--- config.mk ---
export PLATFORM = sky130hd
export DESIGN_NAME = uc_multicycle
export DESIGN_NICKNAME = d
export VERILOG_FILES = /design/src/rtl/uc_multicycle.sv
export SDC_FILE = /design/constraint.sdc
export NUM_CORES = 1
export LEC_CHECK = 0
export CAP_MARGIN = 20
export CORE_UTILIZATION = 40
export DETAILED_ROUTE_END_ITERATION = 8
export HOLD_SLACK_MARGIN = 0.06
export PLACE_DENSITY_LB_ADDON = 0.2
export RECOVER_POWER = 100
export SYNTH_ARGS = -nofsm -noshare
export SYNTH_HDL_FRONTEND = slang
export SYNTH_SLANG_ARGS = --single-unit
--- constraint.sdc ---
create_clock -name CLK -period 2.4 [get_ports CLK]
set_clock_uncertainty 0.1 [all_clocks]
set_input_delay 0.24 -clock CLK [delete_from_list [all_inputs] [get_ports CLK]]
set_output_delay 0.24 -clock CLK [all_outputs]
set_load 0.02 [all_outputs]
--- src/rtl/uc_multicycle.sv ---
// Multicycle control unit: sequences FETCH/DECODE/EXEC/MEM for a RISC-V style
// datapath, handles memory wait states with a bus-error timeout, and keeps
// sticky halt/illegal/bus-error flags plus a retired-instruction counter.
module uc_multicycle #(
  parameter int WAIT_LIMIT = 16,
  parameter int CNT_W      = 64
) (
  input  logic             CLK,
  input  logic             reset,
  input  logic [6:0]       opcode,
  input  logic             mem_ready,
  output logic             mem_req,
  output logic             WE_RF,
  output logic             WE_MEM,
  output logic             load_pc,
  output logic             load_ir,
  output logic             addr_sel,
  output logic             ULA_din2_sel,
  output logic             pc_next_sel,
  output logic             pc_adder_sel,
  output logic [1:0]       RF_din_sel,
  output logic [2:0]       state,
  output logic             halted,
  output logic             illegal,
  output logic             bus_error,
  output logic [CNT_W-1:0] instret
);

  localparam int WAIT_W = $clog2(WAIT_LIMIT + 1);

  typedef enum logic [2:0] {
    FETCH  = 3'd0,
    DECODE = 3'd1,
    EXEC   = 3'd2,
    MEM    = 3'd3,
    HALT   = 3'd4
  } state_t;

  typedef enum logic [3:0] {
    OP_R, OP_I, OP_AUIPC, OP_BRANCH, OP_JAL, OP_JALR,
    OP_LOAD, OP_STORE, OP_SYSTEM, OP_ILLEGAL
  } op_class_t;

  state_t          state_q, state_d;
  op_class_t       op_class;
  logic [WAIT_W-1:0] wait_cnt;
  logic            is_store;
  logic            wait_expired;

  assign state = state_q;

  // A memory wait that would be the WAIT_LIMIT-th stalled cycle ends the access.
  assign wait_expired = (state_q == FETCH || state_q == MEM) && !mem_ready &&
                        (wait_cnt == WAIT_W'(WAIT_LIMIT - 1));

  // Opcode decode into instruction classes.
  always_comb begin
    case (opcode)
      7'b0110011, 7'b0111011:             op_class = OP_R;
      7'b0010011, 7'b0011011, 7'b0110111: op_class = OP_I;
      7'b0010111:                         op_class = OP_AUIPC;
      7'b1100011:                         op_class = OP_BRANCH;
      7'b1101111:                         op_class = OP_JAL;
      7'b1100111:                         op_class = OP_JALR;
      7'b0000011:                         op_class = OP_LOAD;
      7'b0100011:                         op_class = OP_STORE;
      7'b1110011:                         op_class = OP_SYSTEM;
      default:                            op_class = OP_ILLEGAL;
    endcase
  end

  // State register.
  always_ff @(posedge CLK or posedge reset) begin
    // NOTE: sequential state uses non-blocking assignments so every flop
    // samples pre-edge values regardless of block ordering.
    if (reset) state_q <= FETCH;
    else       state_q <= state_d;
  end

  // Next-state logic.
  always_comb begin
    // NOTE: defaulting every comb output first prevents latch inference on
    // paths that do not assign it.
    state_d = state_q;
    case (state_q)
      FETCH: begin
        if (mem_ready)         state_d = DECODE;
        else if (wait_expired) state_d = HALT;
      end
      DECODE: state_d = EXEC;
      EXEC: begin
        case (op_class)
          OP_LOAD, OP_STORE:     state_d = MEM;
          OP_SYSTEM, OP_ILLEGAL: state_d = HALT;
          default:               state_d = FETCH;
        endcase
      end
      MEM: begin
        if (mem_ready)         state_d = FETCH;
        else if (wait_expired) state_d = HALT;
      end
      HALT:    state_d = HALT;
      default: state_d = FETCH;
    endcase
  end

  // Output decode; reset forces every strobe low without waiting for a clock.
  always_comb begin
    mem_req      = 1'b0;
    WE_RF        = 1'b0;
    WE_MEM       = 1'b0;
    load_pc      = 1'b0;
    load_ir      = 1'b0;
    addr_sel     = 1'b0;
    ULA_din2_sel = 1'b0;
    pc_next_sel  = 1'b0;
    pc_adder_sel = 1'b0;
    RF_din_sel   = 2'b00;
    if (!reset) begin
      case (state_q)
        FETCH: begin
          mem_req  = 1'b1;
          addr_sel = 1'b1;
          load_ir  = mem_ready;
        end
        EXEC: begin
          case (op_class)
            OP_R: begin
              WE_RF = 1'b1; RF_din_sel = 2'b01; load_pc = 1'b1;
            end
            OP_I: begin
              WE_RF = 1'b1; RF_din_sel = 2'b01; load_pc = 1'b1; ULA_din2_sel = 1'b1;
            end
            OP_AUIPC: begin
              WE_RF = 1'b1; RF_din_sel = 2'b11; load_pc = 1'b1;
            end
            OP_BRANCH: begin
              load_pc = 1'b1; pc_next_sel = 1'b1;
            end
            OP_JAL: begin
              WE_RF = 1'b1; RF_din_sel = 2'b10; load_pc = 1'b1; pc_next_sel = 1'b1;
            end
            OP_JALR: begin
              WE_RF = 1'b1; RF_din_sel = 2'b10; load_pc = 1'b1; pc_next_sel = 1'b1;
              pc_adder_sel = 1'b1;
            end
            OP_LOAD, OP_STORE: ULA_din2_sel = 1'b1;
            default: ;
          endcase
        end
        MEM: begin
          mem_req      = 1'b1;
          ULA_din2_sel = 1'b1;
          // The timeout cycle must not leave a write strobe on the bus.
          WE_MEM       = is_store && !wait_expired;
          if (mem_ready) begin
            load_pc = 1'b1;
            WE_RF   = !is_store;
          end
        end
        default: ;
      endcase
    end
  end

  // Wait counter, latched access kind, sticky flags and retired count.
  always_ff @(posedge CLK or posedge reset) begin
    if (reset) begin
      wait_cnt  <= '0;
      is_store  <= 1'b0;
      halted    <= 1'b0;
      illegal   <= 1'b0;
      bus_error <= 1'b0;
      instret   <= '0;
    end else begin
      // Any state change clears the counter, which covers entry to FETCH/MEM.
      if (state_d != state_q)
        wait_cnt <= '0;
      else if ((state_q == FETCH || state_q == MEM) && !mem_ready)
        wait_cnt <= wait_cnt + WAIT_W'(1);

      if (state_q == EXEC && state_d == MEM)
        is_store <= (op_class == OP_STORE);

      if (state_q != HALT && state_d == HALT) halted <= 1'b1;
      if (state_q == EXEC && op_class == OP_ILLEGAL) illegal <= 1'b1;
      if (wait_expired) bus_error <= 1'b1;

      if (load_pc) instret <= instret + CNT_W'(1);
    end
  end

endmodule

==> results of run 1 <==
-- per-stage QoR --
stage | util | cells
3_5_place_dp | 0.5760 | 645
2_1_floorplan | - | 374
4_1_cts | 0.6042 | 665
6_report | 0.6061 | 665
3_3_place_gp | 0.5760 | 645
5_1_grt | 0.6061 | 665
-- metal layers --
layer | up-vias | routed length [µm] | track usage
met5 | - | 0 | 0
met4 | 0 | 108 | 0.05882
met3 | 11 | 477 | 0.04666
met2 | 79 | 4306 | 0.3119
met1 | 1589 | 4473 | 0.2766
li1 | 1629 | - | -
-- flip-flops by register name (all words and copies together) (netlist names) --
| register | flops |
|---|---|
| bus_error | 1 |
| halted | 1 |
| illegal | 1 |
| instret | 64 |
| is_store | 1 |
| state | 3 |
| wait_cnt | 5 |
-- worst max-delay path by stage --
stage	from	end	slack (ns)
after global placement	opcode[6]	instret[53]$_DFFE_PP0P_	-0.36
after global routing	opcode[0]	instret[33]$_DFFE_PP0P_	-0.04
after floorplan	opcode[2]	instret[10]$_DFFE_PP0P_	0.02
after CTS	opcode[2]	load_pc	0.02
after detailed placement	opcode[4]	instret[51]$_DFFE_PP0P_	-0.40
final	opcode[0]	instret[41]$_DFFE_PP0P_	0.05
-- cell usage in the layout, fill, tap and decap left out, drive strengths merged, types with 13 or more instances in the layout --
cell / synthesis / final
xnor2: 41 / 41
dlygate4sd3: 0 / 43
nand4: 20 / 20
clkbuf: 9 / 16
and3: 14 / 14
xor2: 26 / 26
nand2: 40 / 40
buf: 4 / 66
dfrtp: 76 / 76
nor3: 16 / 16
nor2: 30 / 30
nand3: 19 / 19
clkdlybuf4s50: 0 / 33
and4: 13 / 13
-- area by class of cell --
type	count	area (µm²)	share of cell area
Clock inverter	5	52.55	0.009383
Sequential cell	76	1902	0.3396
Timing Repair Buffer	160	1415	0.2527
Clock buffer	10	137.6	0.02458
Multi-Input combinational cell	278	1903	0.3398
Tap cell	129	161.4	0.02882
Inverter	7	28.78	0.005139
-- repair_timing --
action,4_1_cts,5_1_grt
cloned,1,0
gates resized for setup,22,16
setup buffers,4,0
setup endpoints to repair,17,30
pin swaps,1,6
-- power groups by stage --
| stage | sequential, W | combinational [W] | clock (W) |
|---|---|---|---|
| after floorplan | 0.00146 | 0.000361 | 0 |
| after global placement | 0.00141 | 0.000748 | 0 |
| after detailed placement | 0.00142 | 0.000754 | 0 |
| after CTS | 0.00139 | 0.000786 | 0.000983 |
| after global routing | 0.00140 | 0.000855 | 0.00103 |
| final | 0.00139 | 0.000781 | 0.000962 |
-- critical path: cells and delay by family --
kind | cells | cell delay [ns]
XOR/XNOR | 1 | 0.16
AND/OR/NAND/NOR | 3 | 0.56
AO/OA/AOI/OAI | 2 | 0.28
buffers and inverters | 6 | 1.23
-- logic make-up after synthesis --
group / count (synthesis)
multiplexers: 3
AND/OR/NAND/NOR: 182
AO/OA/AOI/OAI: 23
flip-flops: 76
adder cells (fa/ha/maj): 3
buffers and inverters: 20
XOR/XNOR: 67
==> flow_summary.json, run 1 <==
{
  "max_slew_margin": 0.3438,
  "timing.hold.ws_ns": 0.3633,
  "detail_route.drc_violations": 0,
  "dominant_synthesized_flop_cell": "sky130_fd_sc_hd__dfrtp_1",
  "synth.top_cell.area_share": 0.4971,
  "final_sum_of_negative_setup_slack_ns": 0,
  "first_pass_grt_wire_length_um": 15700,
  "worst_skew_pair.late_latency_ns": 0.35,
  "grt_overflow": 0,
  "via_count": 3308,
  "worst_reg2reg_path_depth": 10,
  "place.port_buffers": 90,
  "clock_root_buffer": "sky130_fd_sc_hd__clkbuf_8",
  "yosys-mux-area-fraction": 0.008175,
  "static-leakage-power_nw": 2.710,
  "n_fill_cell": 781,
  "max_slew.worst_pin.slew_ns": 0.9843,
  "synth-edff-count": 0,
  "clkPwrFrac": 0.307,
  "n_antenna_cell": 0,
  "initialDrtViolationCount": 130,
  "synth_compound_area_frac": 0.04938,
  "hold_buffers": 0,
  "synth.largest_area_cell": "sky130_fd_sc_hd__dfrtp_1",
  "worstPathRequired_ns": 2.53,
  "setup_crit_start_kind": "input port",
  "initial_antenna_violation_count": 0,
  "routed_wirelength_um": 9366,
  "netlist-cell-type-count": 44,
  "cts.sinks": 76,
  "critical_path.reg2reg.endpoint": "instret[41]$_DFFE_PP0P_",
  "r2r_start": "state[0]$_DFF_PP0_",
  "timing.final.crit_period_ns": 2.349,
  "reported_net_switching_power_w": 0.0009410,
  "synth_cells": 374,
  "final-max-slew-violation-count": 0,
  "critical_path.cell_chain": "clkdlybuf4s50_1, buf_4, nand4b_1, buf_4, o32ai_4, a32oi_4, buf_6, buf_4, nor4_4, buf_6, nand4_1, xnor2_1",
  "p_sw_frac": 0.3000,
  "vias_per_cell": 4.974,
  "synth-seq-area-share": 0.4971,
  "timing.hold.worst.class": "register to register",
  "endpoint_arrival_time_on_the_critical_path_ns": 2.48,
  "inserted_clock_buffers": 9,
  "synth_top_family_by_area": "simple AND/OR/NAND/NOR gates",
  "placed_area_mm2": 0.005323,
  "drt.antenna.violating_nets": 0,
  "reg2reg_setup_slack_ns": 0.08,
  "synth_adder_area_share": 0.009810,
  "finalWeightedCongestion": 0.8587,
  "dpl_worst_slack_ns": -0.4012,
  "setup_viol_count_final": 0,
  "cts.reportedPaths.clkPinSlew_ns": 0.08,
  "synth_most_common_cell": "sky130_fd_sc_hd__dfrtp_1",
  "layout_setup_ws_ns": 0.05099,
  "p_int_w": 0.002195,
  "finalInstanceArea_mm2": 0.005600,
  "outcome": "completed",
  "hold_path_end": "bus_error$_DFFE_PP0P_",
  "crit_path_max_incr_delay_ns": 0.47,
  "fp.dieH_um": 99.80,
  "core_area_mm2": 0.009240,
  "flow.area_growth_from_synthesis_pct": 46.37,
  "detailed_place_hpwl_um": 6901,
  "hold_path_cells": 1,
  "timing.critical_path.to_type": "register",
  "drtPass1Iterations": 4,
  "p_per_area_mw_per_mm2": 560.0,
  "postSynthNetCount": 387,
  "post_synth_and_or_nand_nor_area_fraction": 0.2590,
  "criticalPathCategory": "input port to register",
  "sequentialPowerShare": 0.444,
  "yosys_warnings": 0,
  "post-route-period-util": 0.9788,
  "holdCritStartpoint": "bus_error$_DFFE_PP0P_",
  "die_width_um": 99.80,
  "final_layout_size_suffix_gt1_frac": 0.1940,
  "finish.net_count": 545,
  "boundaryPins": 91,
  "clockBufferDepth": 2,
  "ys_ff_latch": 76,
  "critPathMostFrequentCell": "sky130_fd_sc_hd__buf_4",
  "async_reset_ff_frac": 1.000,
  "finalPower_w": 0.003136,
  "initial_utilization": 0.4141,
  "post_synthesis_instance_area_mm2": 0.003826,
  "synth_xor_xnor_area_share": 0.1534,
  "rsz_0062_raised_after_global_routing": "yes",
  "tritoncts": "done",
  "post_synthesis_mean_instance_area_um2": 10.23,
  "synth.cells.most_frequent": "sky130_fd_sc_hd__dfrtp_1 (76), sky130_fd_sc_hd__xnor2_1 (41), sky130_fd_sc_hd__nand2_1 (40), sky130_fd_sc_hd__nor2_1 (30), sky130_fd_sc_hd__xor2_1 (26)",
  "grt_max_degree": 41,
  "floorplan.die_area_mm2": 0.009960,
  "hold_viol": 0,
  "max_clock_freq_mhz": 425.7,
  "ctsHtreeMaxLevel": 3,
  "ir_worst_vdd_mv": 0.3686,
  "grt_pass1_vias": 3314,
  "number_of_maximum_capacitance_constraint_violations": 0,
  "rows": 35,
  "comb_power_share": 0.249,
  "wl_per_cell_um": 14.08,
  "grt_use_total": 0.1994,
  "synth.area.top_cells": "sky130_fd_sc_hd__dfrtp_1 (50%), sky130_fd_sc_hd__xnor2_1 (9.4%), sky130_fd_sc_hd__xor2_1 (6.0%), sky130_fd_sc_hd__nand2_1 (3.9%), sky130_fd_sc_hd__nand4_1 (3.3%)",
  "crit_path_top_delay_cell": "sky130_fd_sc_hd__clkdlybuf4s50_1",
  "worst-path-max-fanout": 5
}
No activity file was read; power rests on OpenSTA's default activity.
==> inputs of run 2 (changes only) <==
--- a/config.mk
+++ b/config.mk
@@ -6,7 +6,7 @@
 export NUM_CORES = 1
 export LEC_CHECK = 0
 export CAP_MARGIN = 20
-export CORE_UTILIZATION = 40
+export CORE_UTILIZATION = 45
 export DETAILED_ROUTE_END_ITERATION = 8
 export HOLD_SLACK_MARGIN = 0.06
 export PLACE_DENSITY_LB_ADDON = 0.2
==> run 2 against run 1 <==
Sequential cell count stayed put. Final cell count decreased by 4.2%. Clock power is 14% higher. Non-clock buffer count decreased by 4. Sequential share of layout area up 0.51 points. Worst setup slack gained 0.0022 ns. Critical path depth shrank 3. First-iteration DRC count increased by 39%. Via count decreased by 0.30%. Combinational power down 9.9%. Clock-buffer cell count rose by 2.
==> flow_summary.json, run 2 (same netlist as run 1, synthesis figures left out) <==
{
  "outcome": "completed",
  "place.port_buffers": 90,
  "max_clock_freq_mhz": 426.1,
  "finalWeightedCongestion": 0.8406,
  "clkPwrFrac": 0.345,
  "static-leakage-power_nw": 2.747,
  "grt_max_degree": 27,
  "worst_skew_pair.late_latency_ns": 0.34,
  "worst-path-max-fanout": 7,
  "criticalPathCategory": "input port to register",
  "grt_overflow": 0,
  "grt_use_total": 0.2181,
  "layoutNonFillerInstCount": 637,
  "boundaryPins": 91,
  "crit_path_max_incr_delay_ns": 0.53,
  "die_width_um": 94.21,
  "detailed_place_hpwl_um": 6867,
  "routed_wirelength_um": 9123,
  "multi_input_combinational_cell_area_mm2": 0.001848,
  "hold_buffers": 0,
  "largest-register": "instret",
  "p_sw_frac": 0.2830,
  "ctsHtreeMaxLevel": 3,
  "commonest_cells_after_routing_fill_and_taps_aside": "sky130_fd_sc_hd__dfrtp_1 (76), sky130_fd_sc_hd__buf_4 (60), sky130_fd_sc_hd__dlygate4sd3_1 (47), sky130_fd_sc_hd__xnor2_1 (41), sky130_fd_sc_hd__nand2_1 (40)",
  "drtPass1Iterations": 4,
  "timing.critical_path.to_type": "register",
  "grt_pass1_vias": 3165,
  "timing.hold.worst.class": "register to register",
  "finish.net_count": 541,
  "number_of_maximum_capacitance_constraint_violations": 0,
  "comb_power_share": 0.220,
  "max_slew.worst_pin.slew_ns": 0.7619,
  "inserted_clock_buffers": 9,
  "clockBufferDepth": 2,
  "critical_path.cell_chain": "clkdlybuf4s50_1, nand2_1, or4_4, a32oi_4, buf_4, nor2_1, buf_4, and4_1, xor2_1",
  "rsz_0062_raised_after_global_routing": "yes",
  "tritoncts": "done",
  "post-route-period-util": 0.9779,
  "initialDrtViolationCount": 181,
  "endpoint_arrival_time_on_the_critical_path_ns": 2.48,
  "worstPathRequired_ns": 2.53,
  "setup_viol_count_final": 0,
  "max_reg_flops": 64,
  "final_layout_size_suffix_gt1_frac": 0.1692,
  "wl_per_cell_um": 14.32,
  "cts.sinks": 76,
  "rows": 33,
  "finalInstanceArea_mm2": 0.005518,
  "hold_viol": 0,
  "final-max-slew-violation-count": 0,
  "initial_utilization": 0.4657,
  "n_fill_cell": 689,
  "clock_root_buffer": "sky130_fd_sc_hd__clkbuf_8",
  "critPathMostFrequentCell": "sky130_fd_sc_hd__buf_4",
  "ir_worst_vdd_mv": 0.4824,
  "initial_antenna_violation_count": 0,
  "drt.antenna.violating_nets": 0,
  "detail_route.drc_violations": 0,
  "reported_net_switching_power_w": 0.0009048,
  "timing.final.crit_period_ns": 2.347,
  "register_area_mm2": 0.001902,
  "crit_path_top_delay_cell": "sky130_fd_sc_hd__or4_4",
  "fp.dieH_um": 94.21,
  "placed_area_mm2": 0.005310,
  "critical_path.n_buffers_inverters": 3,
  "cts.reportedPaths.clkPinSlew_ns": 0.08,
  "layout.cells.most_common": "sky130_fd_sc_hd__dfrtp_1",
  "p_per_area_mw_per_mm2": 579.5,
  "flow.area_growth_from_synthesis_pct": 44.21,
  "crit_family": "simple AND/OR/NAND/NOR gates",
  "p_int_w": 0.002293,
  "n_antenna_cell": 0,
  "max_slew_margin": 0.4921,
  "floorplan.die_area_mm2": 0.008876,
  "core_area_mm2": 0.008217,
  "via_count": 3298,
  "dp_cells": 620,
  "first_pass_grt_wire_length_um": 15080,
  "setup_crit_start_kind": "input port",
  "sequentialPowerShare": 0.435,
  "vias_per_cell": 5.177
}
==> run 2: cell types whose count changed in the layout (fill, tap and decap cells not counted), moves of 3 or more <==
cell,change
sky130_fd_sc_hd__dlymetal6s2s_1,+3
sky130_fd_sc_hd__buf_6,-3
sky130_fd_sc_hd__clkinv_2,-3
sky130_fd_sc_hd__dlygate4sd3_1,+4
sky130_fd_sc_hd__clkdlybuf4s50_1,-3
==> run 2: area by class of cell <==
class,count,area share
Tap cell,105,0.02381
Timing Repair Buffer,156,0.2508
Inverter,7,0.005215
Multi-Input combinational cell,278,0.3349
Clock buffer,12,0.02812
Sequential cell,76,0.3447
Clock inverter,3,0.01247
==> run 2: per-layer routing <==
| metal | share of wire | vias to the layer above | global-route usage |
|---|---|---|---|
| li1 | - | 1629 | - |
| met2 | 0.48 | 63 | 0.3611 |
| met5 | 0 | - | 0 |
| met4 | 0.0071 | 0 | 0.05000 |
| met3 | 0.045 | 5 | 0.04854 |
| met1 | 0.47 | 1601 | 0.2903 |
==> run 2: final timing paths <==
kind | from | endpoint | slack (ns) | depth (start not counted)
max | opcode[1] | instret[5]$_DFFE_PP0P_ | 0.05 | 9
max in group asynchronous | reset | instret[23]$_DFFE_PP0P_ | 0.70 | 4
min reg2reg | bus_error$_DFFE_PP0P_ | bus_error$_DFFE_PP0P_ | 0.37 | 1
max reg2reg | state[0]$_DFF_PP0_ | instret[53]$_DFFE_PP0P_ | 0.14 | 9
min | bus_error$_DFFE_PP0P_ | bus_error$_DFFE_PP0P_ | 0.37 | 1
min in group asynchronous | reset | instret[8]$_DFFE_PP0P_ | 0.46 | 3
==> run 2: power groups by stage <==
stage	combinational (W)	clock, W	sequential [W]
floorplan	0.000361	0	0.00146
global placement	0.000724	0	0.00141
detailed placement	0.000731	0	0.00141
CTS	0.000731	0.00112	0.00139
global route	0.000777	0.00119	0.00140
finish	0.000704	0.00110	0.00139
==> run 2: through the flow <==
step / util / total power (W) / worst slack, ns / hold slack [ns] / TNS [ns]
after floorplan: - / 0.001823 / 0.02080 / 0.3971 / 0
after global placement: 0.6463 / 0.002136 / -0.3320 / 0.3546 / -12.12
after detailed placement: 0.6463 / 0.002146 / -0.3208 / 0.3582 / -11.43
after CTS: 0.6740 / 0.003245 / -0.07067 / 0.2818 / -0.07067
after global routing: 0.6715 / 0.003361 / -0.02646 / 0.3968 / -0.03772
final: 0.6715 / 0.003198 / 0.05316 / 0.3677 / 0
==> run 2: what timing repair did <==
item                       4_1_cts  5_1_grt
buffers inserted                 1        1
pin swaps                        0        2
setup endpoints to repair        8       20
resized for setup                9        9
